## src/rtl/clk_rst_seq_pkg.sv

```systemverilog
// clk_rst_seq_pkg: shared state encoding and counter sizing for the clock/reset sequencer.
package clk_rst_seq_pkg;

    typedef enum logic [2:0] {
        IDLE,
        INIT,
        WAIT_LOCK,
        RELEASE,
        RUN,
        LOST,
        FAULT
    } state_t;

    // bits needed to hold any value 0..n
    function automatic int cnt_w(input int n);
        return (n < 2) ? 1 : $clog2(n + 1);
    endfunction

endpackage

```

## src/rtl/clk_rst_seq_lock_sync2.sv

```systemverilog
// lock_sync2: two-flop synchronizer for asynchronous status inputs, cleared to 0 on reset.
module lock_sync2 (
    input  logic i_clk,
    input  logic i_rst,
    input  logic i_d,
    output logic o_q
);
    logic r_meta;
    logic r_q;

    always_ff @(posedge i_clk or posedge i_rst) begin
        if (i_rst) begin
            r_meta <= 1'b0;
            r_q    <= 1'b0;
        end else begin
            r_meta <= i_d;
            r_q    <= r_meta;
        end
    end

    assign o_q = r_q;

endmodule

```

## src/rtl/clk_rst_seq.sv

```systemverilog
// clk_rst_seq: qualifies PLL lock after a settle delay, then staggers per-channel
// clock enables and reset releases; lock loss re-sequences, lock timeout is a sticky fault.
module clk_rst_seq
    import clk_rst_seq_pkg::*;
#(
    parameter int N_CH         = 4,
    parameter int INIT_CYCLES  = 50,
    parameter int LOCK_FILT    = 8,
    parameter int STAGGER      = 4,
    parameter int LOCK_TIMEOUT = 1000,
    parameter int CNT_W        = 8
) (
    input  logic             clk,
    input  logic             reset,
    input  logic             start,
    input  logic             locked,
    output logic [N_CH-1:0]  clk_en,
    output logic [N_CH-1:0]  rst_out,
    output logic             ready,
    output logic             fault,
    output logic [CNT_W-1:0] relock_cnt
);
    localparam int INIT_W = cnt_w(INIT_CYCLES);
    localparam int STG_W  = cnt_w(STAGGER);
    localparam int CW     = (INIT_W > STG_W) ? INIT_W : STG_W;
    localparam int FILT_W = cnt_w(LOCK_FILT);
    localparam int TMO_W  = cnt_w(LOCK_TIMEOUT);
    localparam int STEP_W = cnt_w(N_CH + 1);

    state_t            r_state, w_state;
    logic [CW-1:0]     r_cnt, w_cnt;
    logic [STEP_W-1:0] r_step, w_step;
    logic [FILT_W-1:0] r_filt, w_filt;
    logic [TMO_W-1:0]  r_tmo, w_tmo;
    logic [N_CH-1:0]   r_clk_en, w_clk_en;
    logic [N_CH-1:0]   r_rst_out, w_rst_out;
    logic [CNT_W-1:0]  r_relock, w_relock;
    logic              r_ready;
    logic              r_fault;
    logic              w_lock_s;

    lock_sync2 u_lock_sync (
        .i_clk (clk),
        .i_rst (reset),
        .i_d   (locked),
        .o_q   (w_lock_s)
    );

    always_comb begin
        w_state   = r_state;
        w_cnt     = '0;
        w_step    = '0;
        w_filt    = '0;
        w_tmo     = '0;
        w_clk_en  = r_clk_en;
        w_rst_out = r_rst_out;
        w_relock  = r_relock;
        case (r_state)
            IDLE: w_state = start ? INIT : IDLE;
            INIT: begin
                w_cnt   = r_cnt + CW'(1);
                w_state = (r_cnt == CW'(INIT_CYCLES - 1)) ? WAIT_LOCK : INIT;
            end
            WAIT_LOCK: begin
                w_filt = w_lock_s ? r_filt + FILT_W'(1) : '0;
                w_tmo  = r_tmo + TMO_W'(1);
                // step 0 (enable channel 0) happens on the entry edge itself
                if (w_lock_s && r_filt == FILT_W'(LOCK_FILT - 1)) begin
                    w_state  = RELEASE;
                    w_step   = STEP_W'(1);
                    w_clk_en = N_CH'(1);
                end else if (r_tmo == TMO_W'(LOCK_TIMEOUT - 1)) begin
                    w_state = FAULT;
                end
            end
            RELEASE: begin
                w_step = r_step;
                w_cnt  = r_cnt + CW'(1);
                if (!w_lock_s) begin
                    w_state = LOST;
                end else if (r_step == STEP_W'(N_CH + 1)) begin
                    w_state = RUN;
                end else if (r_cnt == CW'(STAGGER - 1)) begin
                    w_cnt     = '0;
                    w_step    = r_step + STEP_W'(1);
                    w_clk_en  = r_clk_en | (N_CH'(1) << r_step);
                    w_rst_out = r_rst_out & ~(N_CH'(1) << (r_step - STEP_W'(1)));
                end
            end
            RUN:     w_state = w_lock_s ? RUN : LOST;
            LOST:    w_state = WAIT_LOCK;
            default: w_state = FAULT;
        endcase
        if (!start && r_state != FAULT)
            w_state = IDLE;
        if (w_state != RELEASE && w_state != RUN) begin
            w_clk_en  = '0;
            w_rst_out = '1;
        end
        if (w_state == LOST && r_relock != '1)
            w_relock = r_relock + CNT_W'(1);
    end

    always_ff @(posedge clk or posedge reset) begin
        if (reset) begin
            r_state   <= IDLE;
            r_cnt     <= '0;
            r_step    <= '0;
            r_filt    <= '0;
            r_tmo     <= '0;
            r_clk_en  <= '0;
            r_rst_out <= '1;
            r_relock  <= '0;
            r_ready   <= 1'b0;
            r_fault   <= 1'b0;
        end else begin
            r_state   <= w_state;
            r_cnt     <= w_cnt;
            r_step    <= w_step;
            r_filt    <= w_filt;
            r_tmo     <= w_tmo;
            r_clk_en  <= w_clk_en;
            r_rst_out <= w_rst_out;
            r_relock  <= w_relock;
            r_ready   <= (w_state == RUN);
            r_fault   <= r_fault | (w_state == FAULT);
        end
    end

    assign clk_en     = r_clk_en;
    assign rst_out    = r_rst_out;
    assign ready      = r_ready;
    assign fault      = r_fault;
    assign relock_cnt = r_relock;

endmodule

```

## config.mk

```make
export PLATFORM = sky130hd
export DESIGN_NAME = clk_rst_seq
export DESIGN_NICKNAME = d
export VERILOG_FILES = /design/src/rtl/clk_rst_seq_pkg.sv /design/src/rtl/clk_rst_seq_lock_sync2.sv /design/src/rtl/clk_rst_seq.sv
export SDC_FILE = /design/constraint.sdc
export NUM_CORES = 1
export LEC_CHECK = 0
export BUFFER_PORTS_ARGS = -buffer_cell sky130_fd_sc_hd__buf_2
export CORE_UTILIZATION = 50
export DETAILED_ROUTE_END_ITERATION = 10
export HOLD_SLACK_MARGIN = 0.15
export PLACE_DENSITY = 0.72
export REMOVE_ABC_BUFFERS = 1
export SLEW_MARGIN = 40
export SYNTH_ARGS = -nofsm -noshare
export SYNTH_HDL_FRONTEND = slang
export SYNTH_HIERARCHICAL = 1
export SYNTH_SLANG_ARGS = --single-unit
export TNS_END_PERCENT = 100
```

## constraint.sdc

```tcl
create_clock -name clk -period 4.05 [get_ports clk]
set_clock_uncertainty 0.05 [all_clocks]
set_input_delay 0.81 -clock clk [delete_from_list [all_inputs] [get_ports clk]]
set_output_delay 0.81 -clock clk [all_outputs]
set_load 0.1 [all_outputs]
```

==> results of run 1 <==
[layer usage]
| layer | wire length [um] | vias to the layer above | track usage [%] |
|---|---|---|---|
| li1 | - | 806 | - |
| met1 | 2112 | 792 | 27.50 |
| met2 | 1915 | 28 | 28.89 |
| met3 | 161 | 2 | 4.906 |
| met4 | 38 | 0 | 7.333 |
| met5 | 0 | - | 0 |
[state kept, by name, summed over array words and instances, names as in the netlist]
register	cells
r_tmo	10
rst_out	4
ready	1
r_cnt	6
r_state	3
relock_cnt	8
u_lock_sync/o_q	1
clk_en	4
r_filt	4
fault	1
r_step	3
u_lock_sync/r_meta	1
[cells by family (layout without fill, tap and decap cells)]
| family | count (synthesis) | after routing | share of synthesized area, % |
|---|---|---|---|
| mux | 5 | 5 | 2.413 |
| flops | 46 | 46 | 49.54 |
| compound gates | 23 | 23 | 6.917 |
| buf+inv | 19 | 43 | 3.700 |
| fa+ha+maj | 12 | 12 | 6.434 |
| xor+xnor | 21 | 21 | 7.882 |
| simple gates | 94 | 94 | 23.11 |
[per-stage QoR]
stage | utilization, % | hold WS (ns)
6_report | 57.91 | 0.3096
5_1_grt | 57.91 | 0.3027
4_1_cts | 57.91 | 0.2983
3_5_place_dp | 56.12 | 0.2997
3_3_place_gp | 56.12 | 0.2832
2_1_floorplan | - | 0.2812
[power by group through the flow]
stage | clock network, mW | registers [mW] | logic [mW]
CTS | 0.274 | 0.505 | 0.208
global route | 0.294 | 0.510 | 0.218
finish | 0.259 | 0.506 | 0.207
global placement | 0 | 0.512 | 0.202
detailed placement | 0 | 0.513 | 0.208
floorplan | 0 | 0.615 | 0.0634
[cell usage in the layout, fill, tap and decap left out, types with 2 or more instances in the layout]
| master | instances |
|---|---|
| sky130_fd_sc_hd__a21oi_1 | 4 |
| sky130_fd_sc_hd__a31oi_1 | 3 |
| sky130_fd_sc_hd__and2_1 | 2 |
| sky130_fd_sc_hd__and3_1 | 7 |
| sky130_fd_sc_hd__buf_2 | 21 |
| sky130_fd_sc_hd__clkbuf_8 | 5 |
| sky130_fd_sc_hd__clkinv_2 | 2 |
| sky130_fd_sc_hd__dfrtp_1 | 42 |
| sky130_fd_sc_hd__dfstp_2 | 4 |
| sky130_fd_sc_hd__ha_1 | 12 |
| sky130_fd_sc_hd__inv_1 | 14 |
| sky130_fd_sc_hd__mux2i_1 | 3 |
| sky130_fd_sc_hd__nand2_1 | 8 |
| sky130_fd_sc_hd__nand3_1 | 18 |
| sky130_fd_sc_hd__nand4_1 | 2 |
| sky130_fd_sc_hd__nor2_1 | 30 |
| sky130_fd_sc_hd__nor3_1 | 4 |
| sky130_fd_sc_hd__nor4_1 | 3 |
| sky130_fd_sc_hd__nor4_2 | 2 |
| sky130_fd_sc_hd__o21ai_0 | 7 |
| sky130_fd_sc_hd__o21bai_1 | 2 |
| sky130_fd_sc_hd__or3_1 | 2 |
| sky130_fd_sc_hd__xnor2_1 | 5 |
| sky130_fd_sc_hd__xor2_1 | 16 |
[layout make-up]
type	count	area (sq um)
inverters	14	52.55
well taps	52	65.06
clock inverters	2	10.01
flip-flops and latches	46	1156
multi-input cells	155	1091
fillers	387	1858
repair buffers	22	112.6
clock buffers	5	68.82
[final timing paths]
path | end | slack (ns) | cells past startpoint
setup / recovery | clk_en[2]$_DFFE_PP0P_ | 1.70 | 6
hold reg to reg | u_lock_sync/o_q$_DFF_PP0_ | 0.32 | 0
setup reg to reg | clk_en[2]$_DFFE_PP0P_ | 1.70 | 6
hold / removal | u_lock_sync/r_meta$_DFF_PP0_ | 0.31 | 2
min in group clk | u_lock_sync/o_q$_DFF_PP0_ | 0.32 | 0
max in group asynchronous | r_tmo[0]$_DFF_PP0_ | 2.96 | 3
==> metrics.log, run 1 <==
INFO  metric outcome = finished clean
INFO  metric worst-endpoint-required = 4.19 ns
INFO  metric final.setup.worst_slack = 1.704 ns
INFO  metric crit_path_max_incr_delay = 0.57 ns
INFO  metric power_frac_comb = 21.3%
INFO  metric worst_slew_margin = 54.13%
INFO  metric post_route_drc_violation_count = 0
INFO  metric synthDominantCellAreaShare = 45.04%
INFO  metric place_area = 2477 sq um
INFO  metric postSynthAreaPerCell = 10.61 sq um
INFO  metric critical_path.startpoint_type = register
INFO  metric start_util = 52.86%
INFO  metric synth.top_cells.by_count = sky130_fd_sc_hd__dfrtp_1, sky130_fd_sc_hd__nor2_1, sky130_fd_sc_hd__nand3_1
INFO  metric leakage = 1.199 nW
INFO  metric fmax = 0.4262 GHz
INFO  metric cp.arrival = 2.49 ns
INFO  metric report.final.hold_viol_count = 0
INFO  metric post_synth_main_area_contributors = sky130_fd_sc_hd__dfrtp_1, sky130_fd_sc_hd__ha_1, sky130_fd_sc_hd__xor2_1
INFO  metric yosys_warnings = 6
INFO  metric share_of_total_power_in_the_clock_network = 26.7%
INFO  metric internal-power = 0.6367 mW
INFO  metric cts_hold_buffers = 0
INFO  metric cts_resized = 0
INFO  metric path_delay_family = compound AO/OA/AOI/OAI gates
INFO  metric cts_inserted_buffers = 5
INFO  metric avgRoutedWirePerCell = 14.28 um
INFO  metric route.vias.total = 1628
INFO  metric design.die.area = 4944 sq um
INFO  metric number_of_setup_buffers_added_after_cts = 0
INFO  metric period_share = 57.93%
INFO  metric cellPowerDensity = 380.1 nW/um^2
INFO  metric grt_pass1_wl = 7.507 mm
INFO  metric grt_setup_unrepaired = false
INFO  metric number_of_diodes = 0
INFO  metric place.gp.congestion = 0.8634
INFO  metric synth_async_sr_flop_share = 100.0%
INFO  metric dieWidth = 70.32 um
INFO  metric clock_tree.htree_level_count = 2
INFO  metric cp.buffers_inverters = 0
INFO  metric post-route-min-period = 2.346 ns
INFO  metric synth_flop_cell = sky130_fd_sc_hd__dfrtp_1
INFO  metric design.final.nets = 260
INFO  metric min_delay_path_class = in2async
INFO  metric total_power = 0.9717 mW
INFO  metric number_of_flops_mapped_to_enable_cells_by_yosys = 0
INFO  metric yosys.cell_count.top_type = sky130_fd_sc_hd__dfrtp_1
INFO  metric cp_cell_sequence = and2b_1, o21ai_0, nand3_2, a21oi_2, mux2_4, nor4_1
INFO  metric finalSetupTns = 0 ns
INFO  metric drv_cap = 0
INFO  metric tritoncts_clock_tree = built
INFO  metric fin_area = 2556 sq um
INFO  metric worst_path_max_fanout = 12
INFO  metric critPathKind = reg2reg
INFO  metric drtAntennaViolNets = 0
INFO  metric globalRouteOverflowTotal = 0
INFO  metric port_buffers = 21
INFO  metric layout-area-overhead-vs-synth = 9.544%
INFO  metric path_clk_slew = 0.08 ns
INFO  metric synth_cell_types = 49
INFO  metric power_switching_share = 34.48%
INFO  metric source_to_sink_clock_delay_at_the_later_pin_of_the_worst_skew_pair = 0.29 ns
INFO  metric seq_pwr_share = 52.0%
INFO  metric synthesized_area = 2333 sq um
INFO  metric slew_viol_final = 0
INFO  metric clock_sink_count = 46
INFO  metric worst_slew_pin_slew = 0.6849 ns
INFO  metric clock_tree.root_cell = sky130_fd_sc_hd__clkbuf_8
INFO  metric rows = 24
INFO  metric firstDrtPassIters = 4
INFO  metric pin_count_of_the_biggest_net_entering_global_routing = 45
INFO  metric cp-startpoint = r_state[2]$_DFF_PP0_
INFO  metric syn_inst = 220
INFO  metric synthDominantAreaCellType = sky130_fd_sc_hd__dfrtp_1
INFO  metric floorplan.io_pins = 22
INFO  metric die_y = 70.32 um
INFO  metric grt_antenna_before_repair = 0
INFO  metric floorplan.core_area = 4414 sq um
INFO  metric critical_path_endpoint_category = register
INFO  metric drt-initial-drc-count = 126
INFO  metric report.final.setup_viol = 0
INFO  metric dp_cells = 289
INFO  metric viasPerCell = 5.500
INFO  metric via_count_of_the_first_global_routing_pass = 1605
INFO  metric maximum_vdd_ir_drop = 0.4063 mV
INFO  metric timing.critical_path.slowest_stage_cell = sky130_fd_sc_hd__dfrtp_1
INFO  metric layoutNonFillerInstCount = 296
INFO  metric cts_buffer_depth = 2
INFO  metric detailedPlacementHpwl = 3.027 mm
INFO  metric power.switching = 0.3350 mW
INFO  metric preCtsSetupSlack = 1.426 ns
INFO  metric track_usage = 19.48%
INFO  metric synth.yosys.seq_area_share = 49.54%
INFO  metric drive_above_1_share = 20.49%
INFO  metric finalWirelength = 4.227 mm
INFO  metric reg2reg_from = r_state[2]$_DFF_PP0_
INFO  metric postSynthRegisterBits = 46
Note: power is estimated with default switching activity, not from simulation.
==> run 2: changes to the inputs <==
==> constraint.sdc (replaced) <==
create_clock -name clk -period 2.4 [get_ports clk]
set_clock_uncertainty 0.05 [all_clocks]
set_input_delay 0.48 -clock clk [delete_from_list [all_inputs] [get_ports clk]]
set_output_delay 0.48 -clock clk [all_outputs]
set_load 0.1 [all_outputs]
==> metrics.log, run 2 (synthesized netlist as in run 1, its figures left out) <==
INFO  metric commonest_cells_after_routing_fill_and_taps_aside = sky130_fd_sc_hd__dfrtp_1, sky130_fd_sc_hd__nor2_1, sky130_fd_sc_hd__buf_2, sky130_fd_sc_hd__nand3_1, sky130_fd_sc_hd__xor2_1
INFO  metric finalWirelength = 4.320 mm (+2.2%)
INFO  metric min_delay_path_class = in2reg
INFO  metric tritoncts_clock_tree = built
INFO  metric leakage = 1.233 nW (+2.8%)
INFO  metric largest_register = r_tmo
INFO  metric track_usage = 19.39% (-0.091 points)
INFO  metric critical_path.startpoint_type = register
INFO  metric source_to_sink_clock_delay_at_the_later_pin_of_the_worst_skew_pair = 0.31 ns (+0.02 ns)
INFO  metric hold_ws = 0.2374 ns (-0.07221 ns)
INFO  metric clock_tree.htree_level_count = 2 (unchanged)
INFO  metric port_buffers = 21 (unchanged)
INFO  metric post-route-min-period = 2.274 ns (-0.07249 ns)
INFO  metric grt_setup_unrepaired = false
INFO  metric firstDrtPassIters = 4 (unchanged)
INFO  metric viasPerCell = 5.359 (-2.6%)
INFO  metric largest_reg_flops = 10 (unchanged)
INFO  metric drive_above_1_share = 22.09% (+1.6 points)
INFO  metric worst_slew_pin_slew = 0.5486 ns (-0.1362 ns)
INFO  metric floorplan.core_area = 4414 sq um (unchanged)
INFO  metric clock_sink_count = 46 (unchanged)
INFO  metric drv_cap = 0 (unchanged)
INFO  metric cts_inserted_buffers = 5 (unchanged)
INFO  metric cp_cell_sequence = inv_1, ha_1, a21bo_2, a21oi_1, o22ai_2, nand4_4, nor2_2, mux2_1
INFO  metric dieWidth = 70.32 um (unchanged)
INFO  metric route.vias.total = 1613 (-0.92%)
INFO  metric cp.arrival = 2.41 ns (-0.08 ns)
INFO  metric grt_antenna_before_repair = 0 (unchanged)
INFO  metric finalSetupTns = 0 ns (unchanged)
INFO  metric cellPowerDensity = 680.3 nW/um^2 (+79%)
INFO  metric via_count_of_the_first_global_routing_pass = 1588 (-1.1%)
INFO  metric critical_path_endpoint_category = register
INFO  metric outcome = finished clean
INFO  metric floorplan.io_pins = 22 (unchanged)
INFO  metric clock_tree.root_cell = sky130_fd_sc_hd__clkbuf_8
INFO  metric period_share = 94.74% (+37 points)
INFO  metric drtAntennaViolNets = 0 (unchanged)
INFO  metric maximum_vdd_ir_drop = 0.6571 mV (+62%)
INFO  metric worst-endpoint-required = 2.53 ns (-1.66 ns)
INFO  metric start_util = 52.86% (unchanged)
INFO  metric worst_slew_margin = 63.42% (+9.3 points)
INFO  metric report.final.setup_viol = 0 (unchanged)
INFO  metric rows = 24 (unchanged)
INFO  metric cts_buffer_depth = 2 (unchanged)
INFO  metric worst_path_max_fanout = 7 (-5)
INFO  metric slew_viol_final = 0 (unchanged)
INFO  metric total_power = 1.793 mW (+84%)
INFO  metric grt_pass1_wl = 7.389 mm (-1.6%)
INFO  metric dp_cells = 292 (+1.0%)
INFO  metric avgRoutedWirePerCell = 14.35 um (+0.50%)
INFO  metric die_y = 70.32 um (unchanged)
INFO  metric number_of_diodes = 0 (unchanged)
INFO  metric post_route_drc_violation_count = 0 (unchanged)
INFO  metric detailedPlacementHpwl = 3.029 mm (about the same)
INFO  metric path_clk_slew = 0.08 ns (about the same)
INFO  metric report.final.hold_viol_count = 0 (unchanged)
INFO  metric crit_path_max_incr_delay = 0.43 ns (-0.14 ns)
INFO  metric design.die.area = 4944 sq um (unchanged)
INFO  metric number_of_setup_buffers_added_after_cts = 0 (unchanged)
INFO  metric pin_count_of_the_biggest_net_entering_global_routing = 45 (unchanged)
INFO  metric layout-area-overhead-vs-synth = 12.92%
INFO  metric drt-initial-drc-count = 96 (-24%)
INFO  metric final_common_cell = sky130_fd_sc_hd__dfrtp_1
INFO  metric globalRouteOverflowTotal = 0 (unchanged)
INFO  metric fmax = 0.4398 GHz (+3.2%)
INFO  metric critPathKind = reg2reg
INFO  metric place.gp.congestion = 0.8210 (-4.9%)
INFO  metric design.final.nets = 264 (+1.5%)
INFO  metric timing.critical_path.slowest_stage_cell = sky130_fd_sc_hd__dfrtp_1
INFO  metric layoutNonFillerInstCount = 301 (+1.7%)
-- run 2: cell count changes in the layout (fill, tap and decap cells not counted) --
| cell | previous run | this run |
|---|---|---|
| sky130_fd_sc_hd__buf_4 | 1 | 4 |
| sky130_fd_sc_hd__clkinv_2 | 2 | 0 |
| sky130_fd_sc_hd__bufinv_16 | 0 | 1 |
| sky130_fd_sc_hd__clkbuf_1 | 0 | 1 |
| sky130_fd_sc_hd__clkbuf_8 | 5 | 6 |
| sky130_fd_sc_hd__dlygate4sd3_1 | 0 | 1 |
| sky130_fd_sc_hd__nor2_1 | 30 | 29 |
| sky130_fd_sc_hd__nor2_2 | 0 | 1 |
| sky130_fd_sc_hd__nor4_1 | 3 | 2 |
| sky130_fd_sc_hd__nor4_2 | 2 | 3 |
-- run 2: layout make-up --
type                            count  area (sq um)
Sequential cell                    46          1156
Clock buffer                        7         86.33
Fill cell                         373          1779
Clock inverter                      1         30.03
Inverter                           14         52.55
Timing Repair Buffer               26         145.1
Tap cell                           52         65.06
Multi-Input combinational cell    155          1100
-- run 2: path summary, 6_finish.rpt --
check / from / to / slack [ns] / cells past startpoint
hold / removal: locked / u_lock_sync/r_meta$_DFF_PP0_ / 0.24 / 1
min in group asynchronous: reset / u_lock_sync/r_meta$_DFF_PP0_ / 0.53 / 3
setup / recovery: r_step[1]$_DFFE_PP0P_ / relock_cnt[1]$_DFFE_PP0P_ / 0.13 / 8
max in group asynchronous: reset / rst_out[2]$_DFFE_PP1P_ / 1.10 / 4
hold reg to reg: u_lock_sync/r_meta$_DFF_PP0_ / u_lock_sync/o_q$_DFF_PP0_ / 0.31 / 0
setup reg to reg: r_step[1]$_DFFE_PP0P_ / relock_cnt[1]$_DFFE_PP0P_ / 0.13 / 8
-- run 2: where the power goes --
group / internal, mW / total [mW] / switching (mW)
logic: 0.0746 / 0.354 / 0.279
clock network: 0.339 / 0.588 / 0.249
registers: 0.809 / 0.850 / 0.0418
-- run 2: through the flow --
step | cell area (sq um) | worst slack [ns] | util (%)
final | 2635 | 0.1261 | 59.69
after global routing | 2635 | 0.0007665 | 59.69
after CTS | 2626 | 0.09367 | 59.50
after detailed placement | 2500 | 0.1452 | 56.63
after global placement | 2500 | 0.2496 | 56.63
after floorplan | 2300 | 0.08579 | -
-- run 2: repair_timing --
action                                  CTS  global route
gates resized for setup                   0             2
endpoints found under the setup margin    0             2
hold endpoints to repair                  2             0
hold buffers                              1             0
-- run 2: critical path: cells and delay by family (launching register included) --
kind | cells | cell delay [ns]
compound gates | 3 | 0.58
simple gates | 2 | 0.39
fa+ha+maj | 1 | 0.24
flops | 1 | 0.43
mux | 1 | 0.34
buf+inv | 1 | 0.13
-- run 2: metal layers --
metal  track usage (%)  share of wire, %
met1             26.67                51
met4             8.667               1.9
met3             4.906               3.0
met5                 0                 0
met2             28.78                44
==> run 3: changes to the inputs <==
--- a/config.mk
+++ b/config.mk
@@ -11,6 +11,7 @@
 export HOLD_SLACK_MARGIN = 0.15
 export PLACE_DENSITY = 0.72
 export REMOVE_ABC_BUFFERS = 1
+export SETUP_SLACK_MARGIN = 0.4
 export SLEW_MARGIN = 40
 export SYNTH_ARGS = -nofsm -noshare
 export SYNTH_HDL_FRONTEND = slang
==> metrics.log, run 3 (synthesized netlist as in run 1, its figures left out) <==
INFO  metric commonest_cells_after_routing_fill_and_taps_aside = sky130_fd_sc_hd__dfrtp_1, sky130_fd_sc_hd__nor2_1, sky130_fd_sc_hd__buf_4, sky130_fd_sc_hd__buf_2, sky130_fd_sc_hd__nand3_1
INFO  metric fin_area = 3013 sq um (+14%)
INFO  metric outcome = finished clean
INFO  metric min_path_cells = 1 (unchanged)
INFO  metric worst_path_max_fanout = 7 (unchanged)
INFO  metric slew_viol_final = 0 (unchanged)
INFO  metric design.final.nets = 292 (+11%)
INFO  metric port_buffers = 21 (unchanged)
INFO  metric fmax = 0.4803 GHz (+9.2%)
INFO  metric detailedPlacementHpwl = 3.029 mm (unchanged)
INFO  metric track_usage = 21.68% (+2.3 points)
INFO  metric worst-endpoint-required = 2.54 ns (about the same)
INFO  metric globalRouteOverflowTotal = 0 (unchanged)
INFO  metric maximum_vdd_ir_drop = 0.6669 mV (+1.5%)
INFO  metric finalWirelength = 5.138 mm (+19%)
INFO  metric min_delay_path_class = in2reg
INFO  metric total_power = 1.861 mW (+3.8%)
INFO  metric avgRoutedWirePerCell = 15.62 um (+8.8%)
INFO  metric grt_antenna_before_repair = 0 (unchanged)
INFO  metric worst-r2r-setup-slack = 0.32 ns (+0.19 ns)
INFO  metric drt-initial-drc-count = 168 (+75%)
INFO  metric die_y = 70.32 um (unchanged)
INFO  metric place.gp.congestion = 0.8210 (unchanged)
INFO  metric report.final.hold_viol_count = 0 (unchanged)
INFO  metric drv_cap = 0 (unchanged)
INFO  metric cp.arrival = 2.22 ns (-0.19 ns)
INFO  metric clock_tree.root_cell = sky130_fd_sc_hd__clkbuf_8
INFO  metric drtAntennaViolNets = 0 (unchanged)
INFO  metric firstDrtPassIters = 4 (unchanged)
INFO  metric clock_sink_count = 46 (unchanged)
INFO  metric cts_inserted_buffers = 5 (unchanged)
INFO  metric timing.critical_path.slowest_stage_cell = sky130_fd_sc_hd__a221o_2
INFO  metric worst_slew_pin_slew = 0.5521 ns (+0.003483 ns)
INFO  metric final_common_cell = sky130_fd_sc_hd__dfrtp_1
INFO  metric finalSetupTns = 0 ns (unchanged)
INFO  metric route.vias.total = 1800 (+12%)
INFO  metric path_delay_family = compound AO/OA/AOI/OAI gates
INFO  metric path_clk_slew = 0.08 ns (about the same)
INFO  metric pin_count_of_the_biggest_net_entering_global_routing = 45 (unchanged)
INFO  metric timing.reg2reg.worst_path_depth = 7 (-1)
INFO  metric cp_cell_sequence = inv_2, ha_4, a21bo_4, a221o_2, nand4_4, nor2_4, mux2_1
INFO  metric rows = 24 (unchanged)
INFO  metric number_of_diodes = 0 (unchanged)
INFO  metric critPathKind = reg2reg
INFO  metric holdCritStartpoint = locked
INFO  metric leakage = 1.408 nW (+14%)
INFO  metric period_share = 86.75% (-8.0 points)
INFO  metric hold_end = u_lock_sync/r_meta$_DFF_PP0_
INFO  metric cp.buffers_inverters = 1 (unchanged)
INFO  metric worst_slew_margin = 63.19% (-0.23 points)
INFO  metric layout-area-overhead-vs-synth = 29.12%
INFO  metric grt_pass1_wl = 8.307 mm (+12%)
INFO  metric largest_register = r_tmo
INFO  metric grt_setup_unrepaired = true
INFO  metric source_to_sink_clock_delay_at_the_later_pin_of_the_worst_skew_pair = 0.31 ns (about the same)
INFO  metric floorplan.core_area = 4414 sq um (unchanged)
INFO  metric viasPerCell = 5.471 (+2.1%)
INFO  metric report.final.setup_viol = 0 (unchanged)
INFO  metric critical_path.startpoint_type = register
INFO  metric cellPowerDensity = 617.7 nW/um^2 (-9.2%)
INFO  metric design.die.area = 4944 sq um (unchanged)
INFO  metric crit_path_max_incr_delay = 0.48 ns (+0.05 ns)
INFO  metric tritoncts_clock_tree = built
INFO  metric post-route-min-period = 2.082 ns (-0.1919 ns)
INFO  metric critical_path_endpoint_category = register
INFO  metric floorplan.io_pins = 22 (unchanged)
INFO  metric drive_above_1_share = 35.38% (+13 points)
INFO  metric reg2reg_to = relock_cnt[1]$_DFFE_PP0P_
INFO  metric dieWidth = 70.32 um (unchanged)
INFO  metric via_count_of_the_first_global_routing_pass = 1763 (+11%)
INFO  metric place_area = 2500 sq um (unchanged)
INFO  metric post_route_drc_violation_count = 0 (unchanged)
INFO  metric largest_reg_flops = 10 (unchanged)
INFO  metric reg2reg_from = r_step[1]$_DFFE_PP0P_
INFO  metric clock_tree.htree_level_count = 2 (unchanged)
INFO  metric start_util = 52.86% (unchanged)
INFO  metric cts_buffer_depth = 2 (unchanged)
run 3: cell types whose count changed in the layout (fill, tap and decap cells not counted), sizes merged:
cell and delta:
buf +28
run 3: repair_timing:
action,in CTS,in global routing
gates resized for setup,23,11
pin swaps,11,9
hold buffers,1,0
setup endpoints to repair,20,16
setup buffers,18,10
hold endpoints to repair,2,0
run 3: worst max-delay path by stage:
stage	startpoint	endpoint	slack, ns	cells past startpoint
final	r_step[1]$_DFFE_PP0P_	relock_cnt[1]$_DFFE_PP0P_	0.32	7
after global routing	r_tmo[1]$_DFF_PP0_	relock_cnt[6]$_DFFE_PP0P_	0.27	8
after CTS	r_step[0]$_DFFE_PP0P_	relock_cnt[1]$_DFFE_PP0P_	0.37	6
after detailed placement	r_step[1]$_DFFE_PP0P_	relock_cnt[1]$_DFFE_PP0P_	0.15	8
after global placement	r_tmo[0]$_DFF_PP0_	relock_cnt[1]$_DFFE_PP0P_	0.25	7
after floorplan	relock_cnt[0]$_DFFE_PP0P_	relock_cnt[1]$_DFFE_PP0P_	0.09	6
run 3: routing by layer:
| layer | GRT usage, % | wire length (um) | up-vias |
|---|---|---|---|
| met3 | 5.051 | 292 | 10 |
| met5 | 0 | 0 | - |
| met4 | 10.22 | 99 | 0 |
| li1 | - | - | 863 |
| met1 | 29.62 | 2320 | 869 |
| met2 | 32.49 | 2426 | 58 |
run 3: final cells by class:
class	count	area [sq um]
Timing Repair Buffer	54	375.4
Sequential cell	46	1161
Fill cell	319	1401
Tap cell	52	65.06
Clock buffer	7	86.33
Multi-Input combinational cell	155	1242
Clock inverter	1	30.03
Inverter	14	52.55
run 3: worst register-to-register path: stages (launching register included):
cell and delay, ns:
sky130_fd_sc_hd__dfrtp_1 0.38, sky130_fd_sc_hd__inv_2 0.07, sky130_fd_sc_hd__ha_4 0.16, sky130_fd_sc_hd__a21bo_4 0.23, sky130_fd_sc_hd__a221o_2 0.48, sky130_fd_sc_hd__nand4_4 0.22
sky130_fd_sc_hd__nor2_4 0.07, sky130_fd_sc_hd__mux2_1 0.31
run 3: through the flow:
step,utilization [%],worst slack [ns],hold slack (ns),cells
2_1_floorplan,-,0.08579,0.1712,215
3_3_place_gp,56.63,0.2496,0.2844,292
3_5_place_dp,56.63,0.1452,0.2954,292
4_1_cts,65.56,0.3685,0.2239,319
5_1_grt,68.25,0.2680,0.2184,329
6_report,68.25,0.3180,0.2354,329
run 3: power breakdown:
part           switching, mW  internal (mW)  leakage (nW)
clock                  0.250          0.339        0.0585
combinational          0.306          0.115         0.739
sequential            0.0410          0.809         0.611
